--- config.mk ---
export PLATFORM = sky130hd
export DESIGN_NAME = rotate_left_seq
export DESIGN_NICKNAME = d
export VERILOG_FILES = /design/src/rtl/rotate_left_seq_pkg.sv /design/src/rtl/rotate_left_step.sv /design/src/rtl/rotate_left_seq.sv
export SDC_FILE = /design/constraint.sdc
export NUM_CORES = 1
export LEC_CHECK = 0
export ABC_AREA = 0
export CORE_AREA = 4 4 53 55
export DETAILED_ROUTE_END_ITERATION = 12
export DIE_AREA = 0 0 57 59
export PLACE_DENSITY = 0.74
export SYNTH_ARGS = -nofsm -noshare
export SYNTH_HDL_FRONTEND = slang
export SYNTH_SLANG_ARGS = --single-unit
--- constraint.sdc ---
create_clock -name clk -period 1.8 [get_ports clk]
set_input_delay 0.45 -clock clk [delete_from_list [all_inputs] [get_ports clk]]
set_output_delay 0.45 -clock clk [all_outputs]
set_load 0.02 [all_outputs]
--- src/rtl/rotate_left_seq_pkg.sv ---
// rtl/rotate_left_seq_pkg.sv - shared widths and FSM state encoding for the left rotator
package rotate_left_seq_pkg;

    localparam int DATA_WIDTH_DEF = 8;
    localparam int AMT_WIDTH_DEF  = 3;

    typedef enum logic [1:0] {
        IDLE  = 2'b00,
        SHIFT = 2'b01,
        DONE  = 2'b10
    } state_e;

endpackage

--- src/rtl/rotate_left_step.sv ---
// rtl/rotate_left_step.sv - combinational rotate-left by one position
module rotate_left_step
    import rotate_left_seq_pkg::*;
#(
    parameter int DATA_WIDTH = DATA_WIDTH_DEF
) (
    input  logic [DATA_WIDTH-1:0] d,
    output logic [DATA_WIDTH-1:0] q
);

    assign q = {d[DATA_WIDTH-2:0], d[DATA_WIDTH-1]};

endmodule

--- src/rtl/rotate_left_seq.sv ---
// rtl/rotate_left_seq.sv - sequential left rotator, one position per clock, start/done handshake
module rotate_left_seq
    import rotate_left_seq_pkg::*;
#(
    parameter int DATA_WIDTH = DATA_WIDTH_DEF,
    parameter int AMT_WIDTH  = AMT_WIDTH_DEF
) (
    input  logic                  clk,
    input  logic                  reset,
    input  logic                  start,
    input  logic [DATA_WIDTH-1:0] a,
    input  logic [AMT_WIDTH-1:0]  amt,
    output logic [DATA_WIDTH-1:0] y,
    output logic                  ready,
    output logic                  busy,
    output logic                  done
);

    state_e                state_q, state_d;
    logic [DATA_WIDTH-1:0] sr_q, sr_d;
    logic [DATA_WIDTH-1:0] sr_rot;
    logic [AMT_WIDTH-1:0]  cnt_q, cnt_d;
    logic [DATA_WIDTH-1:0] y_q, y_d;
    logic                  ready_q, ready_d;
    logic                  busy_q, busy_d;
    logic                  done_q, done_d;

    rotate_left_step #(
        .DATA_WIDTH(DATA_WIDTH)
    ) u_step (
        .d(sr_q),
        .q(sr_rot)
    );

    always_comb begin
        state_d = state_q;
        sr_d    = sr_q;
        cnt_d   = cnt_q;
        y_d     = y_q;
        done_d  = 1'b0;
        case (state_q)
            IDLE: begin
                if (start) begin
                    sr_d  = a;
                    cnt_d = amt;
                    if (amt == '0) begin
                        state_d = DONE;
                        y_d     = a;
                        done_d  = 1'b1;
                    end else begin
                        state_d = SHIFT;
                    end
                end
            end
            SHIFT: begin
                sr_d  = sr_rot;
                cnt_d = cnt_q - 1'b1;
                // y and done are loaded on the edge that enters DONE so both appear together
                if (cnt_q == AMT_WIDTH'(1)) begin
                    state_d = DONE;
                    y_d     = sr_rot;
                    done_d  = 1'b1;
                end
            end
            DONE: begin
                state_d = IDLE;
            end
            default: begin
                state_d = IDLE;
            end
        endcase
        ready_d = (state_d == IDLE);
        busy_d  = (state_d != IDLE);
    end

    always_ff @(posedge clk) begin
        if (reset) begin
            state_q <= IDLE;
            sr_q    <= '0;
            cnt_q   <= '0;
            y_q     <= '0;
            ready_q <= 1'b1;
            busy_q  <= 1'b0;
            done_q  <= 1'b0;
        end else begin
            state_q <= state_d;
            sr_q    <= sr_d;
            cnt_q   <= cnt_d;
            y_q     <= y_d;
            ready_q <= ready_d;
            busy_q  <= busy_d;
            done_q  <= done_d;
        end
    end

    assign y     = y_q;
    assign ready = ready_q;
    assign busy  = busy_q;
    assign done  = done_q;

endmodule
==> flow_metrics.env, run 1 <==
export IMPL_clockBufferDepth=2
export IMPL_synth_fp_nets=127
export IMPL_cts_buffers_inserted=3
export IMPL_netlist_area_mm2=0.00108
export IMPL_r2r_setup_slack_ns=0.21
export IMPL_worstSkewPairLatency_ns=0.30
export IMPL_worstSetupEndpointType="output pin"
export IMPL_grt_start_max_net_pins=21
export IMPL_cpLargestDelayFamily="buffers and inverters"
export IMPL_hold_path_startpoint="cnt_q[1]$_SDFFE_PP0P_"
export IMPL_grt_pass1_vias=823
export IMPL_worstMarginPinSlew_ns=0.468
export IMPL_fin_cells=167
export IMPL_netlist_top_cells_area="dfxtp_1, mux2i_1, a221oi_1, nor2_1, a211oi_1"
export IMPL_min_period_ns=1.72
export IMPL_p_per_area_mw_per_mm2=834
export IMPL_ys_warnings_count=0
export IMPL_port_buffers=24
export IMPL_gp_congestion=0.779
export IMPL_worst_r2r_cell_count=4
export IMPL_p_seq_frac=0.526
export IMPL_ys_ff_latch=24
export IMPL_drive_gt1_frac=0.109
export IMPL_seq_area_frac_synth=0.445
export IMPL_fin_hold_ws_ns=0.474
export IMPL_synth_edf_count=0
export IMPL_p_clk_frac=0.230
export IMPL_ys_top_cells_by_count="dfxtp_1, nor2_1, a211oi_1, a221oi_1, mux2i_1"
export IMPL_finalClockSkew_ns=0.00590
export IMPL_internal_power_mw=0.855
export IMPL_worst_ir_drop_vdd_v=0.000540
export IMPL_avgSynthCellArea_um2=9.72
export IMPL_pwr_share_comb=0.244
export IMPL_fin_ws_ns=0.0834
export IMPL_holdPathEnd="cnt_q[1]$_SDFFE_PP0P_"
export IMPL_cts_tree="done"
export IMPL_cp_start_kind="flop"
export IMPL_hold_buffers=0
export IMPL_maxSlewHeadroom=0.687
export IMPL_timing_fmax_mhz=583
export IMPL_dp_slack_ns=-0.138
export IMPL_place_hpwl_um=1690
export IMPL_route_detailed_drc=0
export IMPL_synthesis_instances=111
export IMPL_fin_crit_sh=0.954
export IMPL_antenna_found_initial=0
export IMPL_die_h_um=59
export IMPL_synth_most_common_cell="dfxtp_1"
export IMPL_dp_cells=163
export IMPL_worstPathArrival_ns=1.27
export IMPL_worst_path_max_fanout=2
export IMPL_root_buffer="clkbuf_4"
export IMPL_rr_endpoint="y[1]$_SDFFE_PP0P_"
export IMPL_grt_pass1_wl_um=3750
export IMPL_whs_path_depth=2
export IMPL_synth_ff_type="dfxtp_1"
export IMPL_grt_setup_unrepaired="no"
export IMPL_grt_usage=0.144
export IMPL_start_util=0.452
export IMPL_hold_violations=0
export IMPL_setup_viol=0
export IMPL_io_pins=25
export IMPL_n_antenna_cell=0
export IMPL_synth_top_area_share=0.445
export IMPL_drv_cap=0
export IMPL_dr_total_vias=877
export IMPL_leakage_nw=0.568
export IMPL_finalPower_mw=1.17
export IMPL_final_nets=154
export IMPL_crit_chain="clkdlybuf4s50_1"
export IMPL_routed_wl_um=2230
export IMPL_setup_tns_ns=0
export IMPL_crit_type="reg -> out"
export IMPL_post_cts_buffers=0
export IMPL_r2r_start="state_q[0]$_SDFF_PP0_"
export IMPL_status="finished clean"
export IMPL_clkTransAtPathRegs_ns=0.12
export IMPL_cts_sinks=24
export IMPL_wl_per_cell_um=13.3
export IMPL_drtAntennaViolNets=0
export IMPL_critPathSlowestCell="clkdlybuf4s50_1"
export IMPL_fp_coreArea_mm2=0.00239
export IMPL_async_flop_share=0
export IMPL_area_delta_synth_final_pct=30.0
export IMPL_slew_violations=0
export IMPL_overflow=0
export IMPL_p_sw_mw=0.314
export IMPL_cp_required_ns=1.35
export IMPL_crit_buf_inv=1
export IMPL_synth_distinct_cells=29
export IMPL_netlist_top_cell_by_area="dfxtp_1"
export IMPL_die_area_mm2=0.00336
export IMPL_die_w_um=57
export IMPL_core_rowCount=18
export IMPL_hold_path_class="reg -> reg"
export IMPL_slowest_delay_ns=0.61
export IMPL_cts_resized=0
export IMPL_via_per_inst=5.25
export IMPL_swShare=0.269
export IMPL_htree_levels=1
export IMPL_dr_pass1_iters=4
export IMPL_dr_first_iter_drc_count=11
## area by class of cell
type,instances,area (um^2)
fill,230,985
sequential,24,480
multi-input combinational,71,504
clock buffer,4,36.3
inverter,7,26.3
tap,30,37.5
timing repair buffer,31,318
## logic make-up after synthesis
logic type | after synthesis | share of synthesized area
and+or+nand+nor | 31 | 0.162
AOI/OAI and AO/OA | 30 | 0.208
muxes | 8 | 0.0742
DFF | 24 | 0.445
adders and majority gates | 2 | 0.0232
buffers and inverters | 16 | 0.0870
## placed cells by master (no fill, tap or decap), types with 2 or more instances in the layout
cell type	instances
a211oi_1	8
a21oi_1	5
a221oi_1	8
and2_1	2
buf_12	2
buf_4	5
clkbuf_4	3
clkdlybuf4s50_1	24
dfxtp_1	24
ha_1	2
inv_1	7
mux2i_1	8
nand2b_1	3
nor2_1	17
nor2b_1	2
o21ai_0	2
## worst max path at each step
| stage | start | cells after the start | slack, ns | end |
|---|---|---|---|---|
| 2_1_floorplan | cnt_q[1]$_SDFFE_PP0P_ | 7 | 0.40 | y[0]$_SDFFE_PP0P_ |
| 3_3_place_gp | amt[1] | 4 | -0.05 | y[5]$_SDFFE_PP0P_ |
| 3_5_place_dp | amt[1] | 4 | -0.14 | y[5]$_SDFFE_PP0P_ |
| 4_1_cts | y[4]$_SDFFE_PP0P_ | 1 | 0.06 | y[4] |
| 5_1_grt | state_q[0]$_SDFF_PP0_ | 4 | 0.01 | y[1]$_SDFFE_PP0P_ |
| 6_report | y[4]$_SDFFE_PP0P_ | 1 | 0.08 | y[4] |
## sequential cells by signal, indices dropped and copies added, names as in the netlist
register,cells
sr_q,8
y,8
cnt_q,3
state_q,2
busy,1
done,1
ready,1
## through the flow
stage,utilization,instance area [um^2]
6_report,0.588,1400
5_1_grt,0.588,1400
4_1_cts,0.588,1400
3_5_place_dp,0.572,1370
3_3_place_gp,0.572,1370
2_1_floorplan,-,1080
## per-layer routing
layer | up-vias | routed length (um) | share of wire | GRT usage
met5 | - | 0 | 0 | 0
met4 | 0 | 36 | 0.016 | 0.0629
met3 | 4 | 128 | 0.058 | 0.0283
met2 | 22 | 1040 | 0.47 | 0.248
met1 | 400 | 1030 | 0.46 | 0.175
li1 | 451 | - | - | -
## power by group through the flow
stage / registers (mW) / clock network, mW / logic [mW]
after global routing: 0.624 / 0.305 / 0.313
after CTS: 0.615 / 0.279 / 0.289
after floorplan: 0.639 / 0 / 0.165
after global placement: 0.625 / 0 / 0.281
after detailed placement: 0.628 / 0 / 0.288
final: 0.615 / 0.269 / 0.285
(Power assumes the default switching activity.)
==> inputs of run 2 (changes only) <==
--- a/config.mk
+++ b/config.mk
@@ -9,6 +9,7 @@
 export CORE_AREA = 4 4 53 55
 export DETAILED_ROUTE_END_ITERATION = 12
 export DIE_AREA = 0 0 57 59
+export GPL_ROUTABILITY_DRIVEN = 0
 export PLACE_DENSITY = 0.74
 export SYNTH_ARGS = -nofsm -noshare
 export SYNTH_HDL_FRONTEND = slang
==> results of run 2 <==
Final layout, timing and power as in run 1 (identical DEF).
==> inputs of run 3 (changes only) <==
--- a/config.mk
+++ b/config.mk
@@ -6,11 +6,12 @@
 export NUM_CORES = 1
 export LEC_CHECK = 0
 export ABC_AREA = 0
-export CORE_AREA = 4 4 53 55
+export CORE_AREA = 2 2 51 53
 export DETAILED_ROUTE_END_ITERATION = 12
-export DIE_AREA = 0 0 57 59
+export DIE_AREA = 0 0 53 55
 export GPL_ROUTABILITY_DRIVEN = 0
 export PLACE_DENSITY = 0.74
 export SYNTH_ARGS = -nofsm -noshare
 export SYNTH_HDL_FRONTEND = slang
 export SYNTH_SLANG_ARGS = --single-unit
+export TNS_END_PERCENT = 50
==> flow_metrics.env, run 3 (synthesis gave the netlist of run 1 again) <==
export IMPL_cp_required_ns=1.35
export IMPL_final_cell_mix="dfxtp_1, clkdlybuf4s50_1, nor2_1"
export IMPL_finalPower_mw=1.13
export IMPL_cp_start_kind="flop"
export IMPL_dr_total_vias=899
export IMPL_worstPathArrival_ns=1.27
export IMPL_die_h_um=55
export IMPL_min_period_ns=1.72
export IMPL_n_antenna_cell=0
export IMPL_cts_resized=0
export IMPL_root_buffer="clkbuf_4"
export IMPL_start_util=0.456
export IMPL_hold_path_startpoint="cnt_q[1]$_SDFFE_PP0P_"
export IMPL_place_hpwl_um=1630
export IMPL_critPathSlowestCell="clkdlybuf4s50_1"
export IMPL_leakage_nw=0.556
export IMPL_r2r_start="state_q[0]$_SDFF_PP0_"
export IMPL_dr_pass1_iters=2
export IMPL_setup_viol=0
export IMPL_fin_crit_sh=0.955
export IMPL_port_buffers=24
export IMPL_route_detailed_drc=0
export IMPL_crit_type="reg -> out"
export IMPL_grt_pass1_vias=792
export IMPL_overflow=0
export IMPL_worstSkewPairLatency_ns=0.30
export IMPL_slowest_delay_ns=0.61
export IMPL_grt_usage=0.172
export IMPL_cts_buffers_inserted=3
export IMPL_io_pins=25
export IMPL_worst_path_max_fanout=2
export IMPL_cts_sinks=24
export IMPL_cpLargestDelayFamily="buffers and inverters"
export IMPL_hold_buffers=0
export IMPL_crit_buf_inv=1
export IMPL_die_area_mm2=0.00292
export IMPL_hold_path_class="reg -> reg"
export IMPL_crit_chain="clkdlybuf4s50_1"
export IMPL_fin_ws_ns=0.0805
export IMPL_p_per_area_mw_per_mm2=818
export IMPL_clkTransAtPathRegs_ns=0.12
export IMPL_worst_ir_drop_vdd_v=0.000625
export IMPL_hold_violations=0
export IMPL_core_rowCount=18
export IMPL_drtAntennaViolNets=0
export IMPL_drive_gt1_frac=0.0963
export IMPL_htree_levels=1
export IMPL_maxSlewHeadroom=0.709
export IMPL_critPathLaunch="y[5]$_SDFFE_PP0P_"
export IMPL_grt_start_max_net_pins=21
export IMPL_fp_coreArea_mm2=0.00236
export IMPL_post_cts_buffers=0
export IMPL_slew_violations=0
export IMPL_routed_wl_um=2220
export IMPL_via_per_inst=5.45
export IMPL_final_nets=153
export IMPL_worstSetupEndpointType="output pin"
export IMPL_nFillCells=216
export IMPL_die_w_um=53
export IMPL_clockBufferDepth=2
export IMPL_area_delta_synth_final_pct=28.1
export IMPL_antenna_found_initial=0
export IMPL_wl_per_cell_um=13.4
export IMPL_dr_first_iter_drc_count=12
export IMPL_multi_input_area_um2=504
export IMPL_timing_fmax_mhz=582
export IMPL_dp_slack_ns=-0.0736
export IMPL_regArea_um2=480
export IMPL_drv_cap=0
export IMPL_grt_setup_unrepaired="no"
export IMPL_grt_pass1_wl_um=3500
export IMPL_setup_tns_ns=0
export IMPL_finalClockSkew_ns=0.00249
export IMPL_worstMarginPinSlew_ns=0.436
export IMPL_cts_tree="done"
export IMPL_post_route_util=0.584
export IMPL_status="finished clean"
-- run 3: cell count changes in the layout (fill, tap and decap cells not counted), sizes merged --
| cell | delta |
|---|---|
| buf | -1 |
| clkbuf | -1 |
-- run 3: cell type report --
cell class / count / share of cell area
multi-input combinational: 71 / 0.365
clock buffer: 3 / 0.0163
inverter: 7 / 0.0190
sequential: 24 / 0.348
tap: 30 / 0.0272
timing repair buffer: 30 / 0.225
-- run 3: routing by layer --
layer | wire [um] | global-route usage
met1 | 984 | 0.199
met2 | 1100 | 0.306
met3 | 111 | 0.0296
met4 | 20 | 0.0897
met5 | 0 | 0
-- run 3: final timing paths --
kind | endpoint | slack, ns | depth (start not counted)
worst min-delay path | cnt_q[1]$_SDFFE_PP0P_ | 0.48 | 2
worst max register to register | y[3]$_SDFFE_PP0P_ | 0.24 | 4
worst max-delay path | y[5] | 0.08 | 1
worst min register to register | cnt_q[1]$_SDFFE_PP0P_ | 0.48 | 2
-- run 3: stage by stage --
| step | cells | hold slack (ns) | cell area (um^2) |
|---|---|---|---|
| after floorplan | 111 | 0.445 | 1080 |
| after global placement | 162 | 0.458 | 1360 |
| after detailed placement | 162 | 0.468 | 1360 |
| after CTS | 165 | 0.486 | 1380 |
| after global routing | 165 | 0.516 | 1380 |
| final | 165 | 0.481 | 1380 |
-- run 3: tightest hold or removal path: cells and delay by family (launching register included) --
| family | cells | cell delay [ns] |
|---|---|---|
| AND/OR/NAND/NOR | 1 | 0.06 |
| flip-flops | 1 | 0.33 |
| AO/OA/AOI/OAI | 1 | 0.05 |
-- run 3: where the power goes --
| group | internal [mW] | total (mW) | switching (mW) |
|---|---|---|---|
| sequential | 0.582 | 0.615 | 0.0330 |
| clock | 0.0781 | 0.229 | 0.151 |
| combinational | 0.149 | 0.286 | 0.137 |
| total | 0.809 | 1.13 | 0.321 |
